--- src/rtl/ysyx_22050598_trap_ctrl_pkg.sv ---
// Shared definitions for the machine-mode trap sequencer.
// Holds CSR addresses, mcause values, mstatus bit positions, the FSM state
// encoding and a helper for the direct-mode mtvec base.
package ysyx_22050598_trap_ctrl_pkg;

  localparam int XLEN = 64;

  localparam logic [11:0] CSR_MSTATUS = 12'h300;
  localparam logic [11:0] CSR_MEPC    = 12'h341;
  localparam logic [11:0] CSR_MCAUSE  = 12'h342;

  localparam logic [XLEN-1:0] ECALL_M = 64'h0000_0000_0000_000b;
  localparam logic [XLEN-1:0] IRQ_MTI = 64'h8000_0000_0000_0007;

  localparam int MIE    = 3;
  localparam int MPIE   = 7;
  localparam int MPP_HI = 12;
  localparam int MPP_LO = 11;

  typedef enum logic [2:0] {
    S_IDLE      = 3'd0,
    S_W_MEPC    = 3'd1,
    S_W_MCAUSE  = 3'd2,
    S_W_MSTATUS = 3'd3,
    S_REDIRECT  = 3'd4
  } trap_state_e;

  // Only direct mode is supported: the low two mode bits are dropped.
  function automatic logic [XLEN-1:0] mtvec_base(input logic [XLEN-1:0] mtvec);
    return mtvec & ~64'h3;
  endfunction

endpackage

--- src/rtl/ysyx_22050598_trap_mstatus_next.sv ---
// Computes the mstatus value written on trap entry or mret.
// Ports:
//   mstatus     - current mstatus
//   is_mret     - 1: mret update, 0: trap-entry update
//   mstatus_new - updated mstatus (all other bits pass through)
module ysyx_22050598_trap_mstatus_next
  import ysyx_22050598_trap_ctrl_pkg::*;
(
  input  logic [XLEN-1:0] mstatus,
  input  logic            is_mret,
  output logic [XLEN-1:0] mstatus_new
);

  always_comb begin
    mstatus_new = mstatus;
    if (is_mret) begin
      mstatus_new[MIE]  = mstatus[MPIE];
      mstatus_new[MPIE] = 1'b1;
    end else begin
      mstatus_new[MPIE] = mstatus[MIE];
      mstatus_new[MIE]  = 1'b0;
    end
    mstatus_new[MPP_HI:MPP_LO] = 2'b11;
  end

endmodule

--- src/rtl/ysyx_22050598_trap_ctrl.sv ---
// Trap sequencer: accepts ecall / mret / timer interrupt from EX, stalls the
// pipeline, writes mepc, mcause, mstatus one per cycle, then redirects the IFU.
//
// state       | meaning
// S_IDLE      | waiting for an event; accepts irq > ecall > mret
// S_W_MEPC    | writing mepc (trap only)
// S_W_MCAUSE  | writing mcause (trap only)
// S_W_MSTATUS | writing mstatus
// S_REDIRECT  | holding redirect until the IFU accepts
//
// Ports:
//   clk, rst                           - clock, synchronous active-high reset
//   trap_ecall_i/trap_mret_i/irq_timer_i - events from EX / CLINT
//   trap_pc_i                          - PC of the EX instruction
//   csr_mstatus_i/mtvec_i/mepc_i       - current CSR values
//   csr_wen_o/waddr_o/wdata_o          - single CSR write port
//   pipe_stall_o                       - freeze IF/ID/EX
//   redirect_valid_o/pc_o, redirect_ready_i - IFU redirect handshake
module ysyx_22050598_trap_ctrl
  import ysyx_22050598_trap_ctrl_pkg::*;
(
  input  logic            clk,
  input  logic            rst,
  input  logic            trap_ecall_i,
  input  logic            trap_mret_i,
  input  logic            irq_timer_i,
  input  logic [XLEN-1:0] trap_pc_i,
  input  logic [XLEN-1:0] csr_mstatus_i,
  input  logic [XLEN-1:0] csr_mtvec_i,
  input  logic [XLEN-1:0] csr_mepc_i,
  output logic            csr_wen_o,
  output logic [11:0]     csr_waddr_o,
  output logic [XLEN-1:0] csr_wdata_o,
  output logic            pipe_stall_o,
  output logic            redirect_valid_o,
  output logic [XLEN-1:0] redirect_pc_o,
  input  logic            redirect_ready_i
);

  trap_state_e     state;
  logic [XLEN-1:0] cause_q;
  logic [XLEN-1:0] target_q;
  logic            is_mret_q;

  logic            idle;
  logic            accept_irq;
  logic            accept_ecall;
  logic            accept_mret;
  logic            ms_is_mret;
  logic [XLEN-1:0] mstatus_new;

  assign idle         = (state == S_IDLE);
  assign accept_irq   = idle & irq_timer_i & csr_mstatus_i[MIE];
  assign accept_ecall = idle & trap_ecall_i & ~accept_irq;
  assign accept_mret  = idle & trap_mret_i & ~trap_ecall_i & ~accept_irq;

  // Combinational term freezes EX in the accept cycle itself.
  assign pipe_stall_o = ~idle | accept_irq | accept_ecall | accept_mret;

  // In IDLE the mstatus value is only consumed by an mret accept.
  assign ms_is_mret = idle | is_mret_q;

  ysyx_22050598_trap_mstatus_next u_mstatus_next (
    .mstatus     (csr_mstatus_i),
    .is_mret     (ms_is_mret),
    .mstatus_new (mstatus_new)
  );

  // Outputs are registered: each transition loads the outputs of the state
  // being entered. The mepc value (epc) lives in the write-data register.
  always_ff @(posedge clk) begin
    if (rst) begin
      state            <= S_IDLE;
      cause_q          <= '0;
      target_q         <= '0;
      is_mret_q        <= 1'b0;
      csr_wen_o        <= 1'b0;
      csr_waddr_o      <= '0;
      csr_wdata_o      <= '0;
      redirect_valid_o <= 1'b0;
      redirect_pc_o    <= '0;
    end else begin
      csr_wen_o   <= 1'b0;
      csr_waddr_o <= '0;
      csr_wdata_o <= '0;
      case (state)
        S_IDLE: begin
          if (accept_irq | accept_ecall) begin
            is_mret_q   <= 1'b0;
            cause_q     <= accept_irq ? IRQ_MTI : ECALL_M;
            state       <= S_W_MEPC;
            csr_wen_o   <= 1'b1;
            csr_waddr_o <= CSR_MEPC;
            csr_wdata_o <= trap_pc_i;
          end else if (accept_mret) begin
            is_mret_q   <= 1'b1;
            target_q    <= csr_mepc_i;
            state       <= S_W_MSTATUS;
            csr_wen_o   <= 1'b1;
            csr_waddr_o <= CSR_MSTATUS;
            csr_wdata_o <= mstatus_new;
          end
        end
        S_W_MEPC: begin
          state       <= S_W_MCAUSE;
          csr_wen_o   <= 1'b1;
          csr_waddr_o <= CSR_MCAUSE;
          csr_wdata_o <= cause_q;
        end
        S_W_MCAUSE: begin
          state       <= S_W_MSTATUS;
          csr_wen_o   <= 1'b1;
          csr_waddr_o <= CSR_MSTATUS;
          csr_wdata_o <= mstatus_new;
        end
        S_W_MSTATUS: begin
          state            <= S_REDIRECT;
          redirect_valid_o <= 1'b1;
          if (is_mret_q) begin
            redirect_pc_o <= target_q;
          end else begin
            target_q      <= mtvec_base(csr_mtvec_i);
            redirect_pc_o <= mtvec_base(csr_mtvec_i);
          end
        end
        S_REDIRECT: begin
          if (redirect_ready_i) begin
            state            <= S_IDLE;
            redirect_valid_o <= 1'b0;
            redirect_pc_o    <= '0;
          end
        end
        default: state <= S_IDLE;
      endcase
    end
  end

endmodule

--- config.mk ---
export PLATFORM = sky130hd
export DESIGN_NAME = ysyx_22050598_trap_ctrl
export DESIGN_NICKNAME = d
export VERILOG_FILES = /design/src/rtl/ysyx_22050598_trap_ctrl_pkg.sv /design/src/rtl/ysyx_22050598_trap_mstatus_next.sv /design/src/rtl/ysyx_22050598_trap_ctrl.sv
export SDC_FILE = /design/constraint.sdc
export NUM_CORES = 1
export LEC_CHECK = 0
export CAP_MARGIN = 40
export CELL_PAD_IN_SITES_DETAIL_PLACEMENT = 0
export CELL_PAD_IN_SITES_GLOBAL_PLACEMENT = 1
export CORE_UTILIZATION = 31
export CTS_CLUSTER_DIAMETER = 200
export DETAILED_ROUTE_END_ITERATION = 8
export MAX_ROUTING_LAYER = met4
export PLACE_DENSITY = 0.82
export SLEW_MARGIN = 30
export SYNTH_ARGS = -nofsm -noshare
export SYNTH_HDL_FRONTEND = slang
export SYNTH_SLANG_ARGS = --single-unit
--- constraint.sdc ---
create_clock -name clk -period 3.15 [get_ports clk]
set_input_delay 0.63 -clock clk [delete_from_list [all_inputs] [get_ports clk]]
set_output_delay 0.63 -clock clk [all_outputs]
set_load 0.03 [all_outputs]
==> metrics.txt <==
ratio of cells with drive above 1 in the final layout=5.98%; total gr overflow=0; Num CTS Buffers=24; Die Y=162 µm; Synth area leader=dfxtp_1; YS warnings=0; Port-buffer cells=393; number of hold buffers added after cts=0; Design Area, Final=0.0128 mm²; status=finished, final reports clean; max_slew headroom=51.9%; cts repair resizes=0; largest cells by area after synthesis=dfxtp_1, a21oi_1, mux2i_1; Crit Path Class=in2out; Placement Cell Area=0.0120 mm²; Setup-failing EPs final=0; pin count of the biggest net entering global routing=90; Placeable Area=roughly 0.025 mm²; Final GP Congestion=0.809; CTS tree=done; slowest stage delay, CP=0.57 ns; top post-synthesis cells by count=dfxtp_1, a21oi_1, nor2_1; Mapped Avg Cell Area=9.88 µm²; routed wire length per instance=19.6 µm; CP Buf/Inv Count=2; register area share after synthesis=around half; H-Tree Depth=1; DRC viols=0; min Tclk post-route=~2.6 ns; slew at the pin closest to its max-slew limit=0.721 ns; Tot GR Track Use=22.2%; CP Capture Type=output port; postcts setup bufs=0; Starting Density=31.6%; Antenna Nets Post-Route=0; Critical Path Source Type=input port; Min-Delay Path Class=reg2reg; final hold violations=0; Clock Skews=0.0105 ns; Area Growth Syn to Fin=61.9%; max cap viols=0; Final Cycle Share=about four fifths; worst path cell trace=clkdlybuf4s50_1 -> a21o_1 -> nor2_1 -> nand2_1 -> buf_4; number of global-route vias before repair=7753; top_reg_cell synth=dfxtp_1; max-slew violations=0; final core utilization=51.1%; initial antenna violation count=3; CP arrival=1.95 ns; Seq cells post-synth=204; Post-synth ARST share=0%; PwrDens=569 mW/mm²; Post-synth EDFFs=0; global-route wire length before repair=roughly 44000 µm; fillers=approximately 2400; 1st-pass router iterations=5; CTS root buffer=clkbuf_16; Vias/cell=5.08; Initial DRC Count=441; post-route setup TNS=0 ns; clk slew on worst S/H paths=0.06 ns; synth unique cells=37; most common cell in the netlist=dfxtp_1; routed wire length=about 30000 µm; Worst-Skew Late Latency=0.51 ns; dpl cells=1459; worst-case vdd ir drop=475 µV; cell count after synthesis=802; highest clock rate=a little under 400 MHz; RSZ-0062 raised after global routing=no; I/O Pins=between 400 and 500; via count=between 7000 and 8000; Mapped Area=0.00792 mm²; critical path's slowest cell=clkdlybuf4s50_1; die footprint=0.0262 mm²; CTS Buffer Depth=3; DP HPWL=roughly 20000 µm; Clock Sinks=204; top cell type's share of synthesized area=51.5%; largest fanout on the critical path=12; Data required, critical path=about 2.5 ns; Cell Rows=58; leakage=4.64 nW; CP top delay family=buffers and inverters; Final Instance Count excl. Fillers=1503; DIE WIDTH=162 µm; # nets final=between 1000 and 1500
## stage by stage
step | hold WS, ns | total power, mW | worst slack (ns)
finish | 0.458 | 7.30 | 0.574
global placement | 0.444 | 4.58 | 0.568
detailed placement | 0.446 | 4.60 | 0.581
CTS | 0.463 | 7.37 | 0.577
global route | 0.475 | 7.62 | 0.482
floorplan | 0.429 | 3.86 | 1.19
## worst paths after layout
path / end / slack [ns] / depth (start not counted) / startpoint
worst max-delay path: pipe_stall_o / 0.57 / 5 / csr_mstatus_i[3]
worst min-delay path: redirect_pc_o[45] / 0.46 / 1 / redirect_pc_o[45]
worst max register to register: redirect_pc_o[0] / 1.14 / 5 / state[1]
worst min register to register: redirect_pc_o[45] / 0.46 / 1 / redirect_pc_o[45]
## sequential cells by signal, indices dropped and copies added, names as in the netlist
signal,count
csr_wdata_o,64
target_q,64
redirect_pc_o,64
cause_q,3
is_mret_q,1
redirect_valid_o,1
state,3
csr_waddr_o,4
## cells by family after synthesis
group | count (synthesis) | synth area share, %
AO/OA/AOI/OAI | 340 | 27.8
buffers and inverters | 91 | 6.70
flip-flops | 204 | 51.5
multiplexers | 62 | 7.83
other | 1 | 0.0473
AND/OR/NAND/NOR | 104 | 6.10
## area by class of cell
cell class | instances | area [µm²] | share of cell area (%)
timing repair buffer | 412 | 4190 | 32.6
sequential | 204 | 4090 | 31.9
multi-input combinational | 513 | 3350 | 26.1
clock buffer | 35 | 723 | 5.64
tap | 330 | 413 | 3.22
clock inverter | 6 | 57.6 | 0.449
antenna | 3 | 7.51 | 0.0585
## routing by layer
layer / track usage [%] / routed length, µm / share of wire (%) / vias up
met5: - / 0 / 0 / -
met4: 6.48 / 700 / 2.4 / 0
met3: 5.80 / 2360 / 8.0 / 42
met2: 37.9 / 14100 / 48 / 289
met1: 25.5 / 12300 / 42 / 3619
li1: - / - / - / 3690
## cells in the final DEF (no fill, tap or decap), drive strengths merged, types with 4 or more instances in the layout
cell             n
mux2i           62
nand2            7
and3             5
nand3            5
o2bb2ai         62
dfxtp          204
nor2            69
clkbuf          35
buf             20
conb             7
o22ai           65
a21oi          142
clkinv           4
clkdlybuf4s50  392
a22oi           56
## power by group
part	leakage [nW]	total [mW]	switching, mW	internal [mW]
Combinational	2.59	1.58	0.811	0.765
Sequential	1.67	2.96	0.141	2.82
Clock	0.386	2.76	1.10	1.66
(Power assumes the default switching activity.)
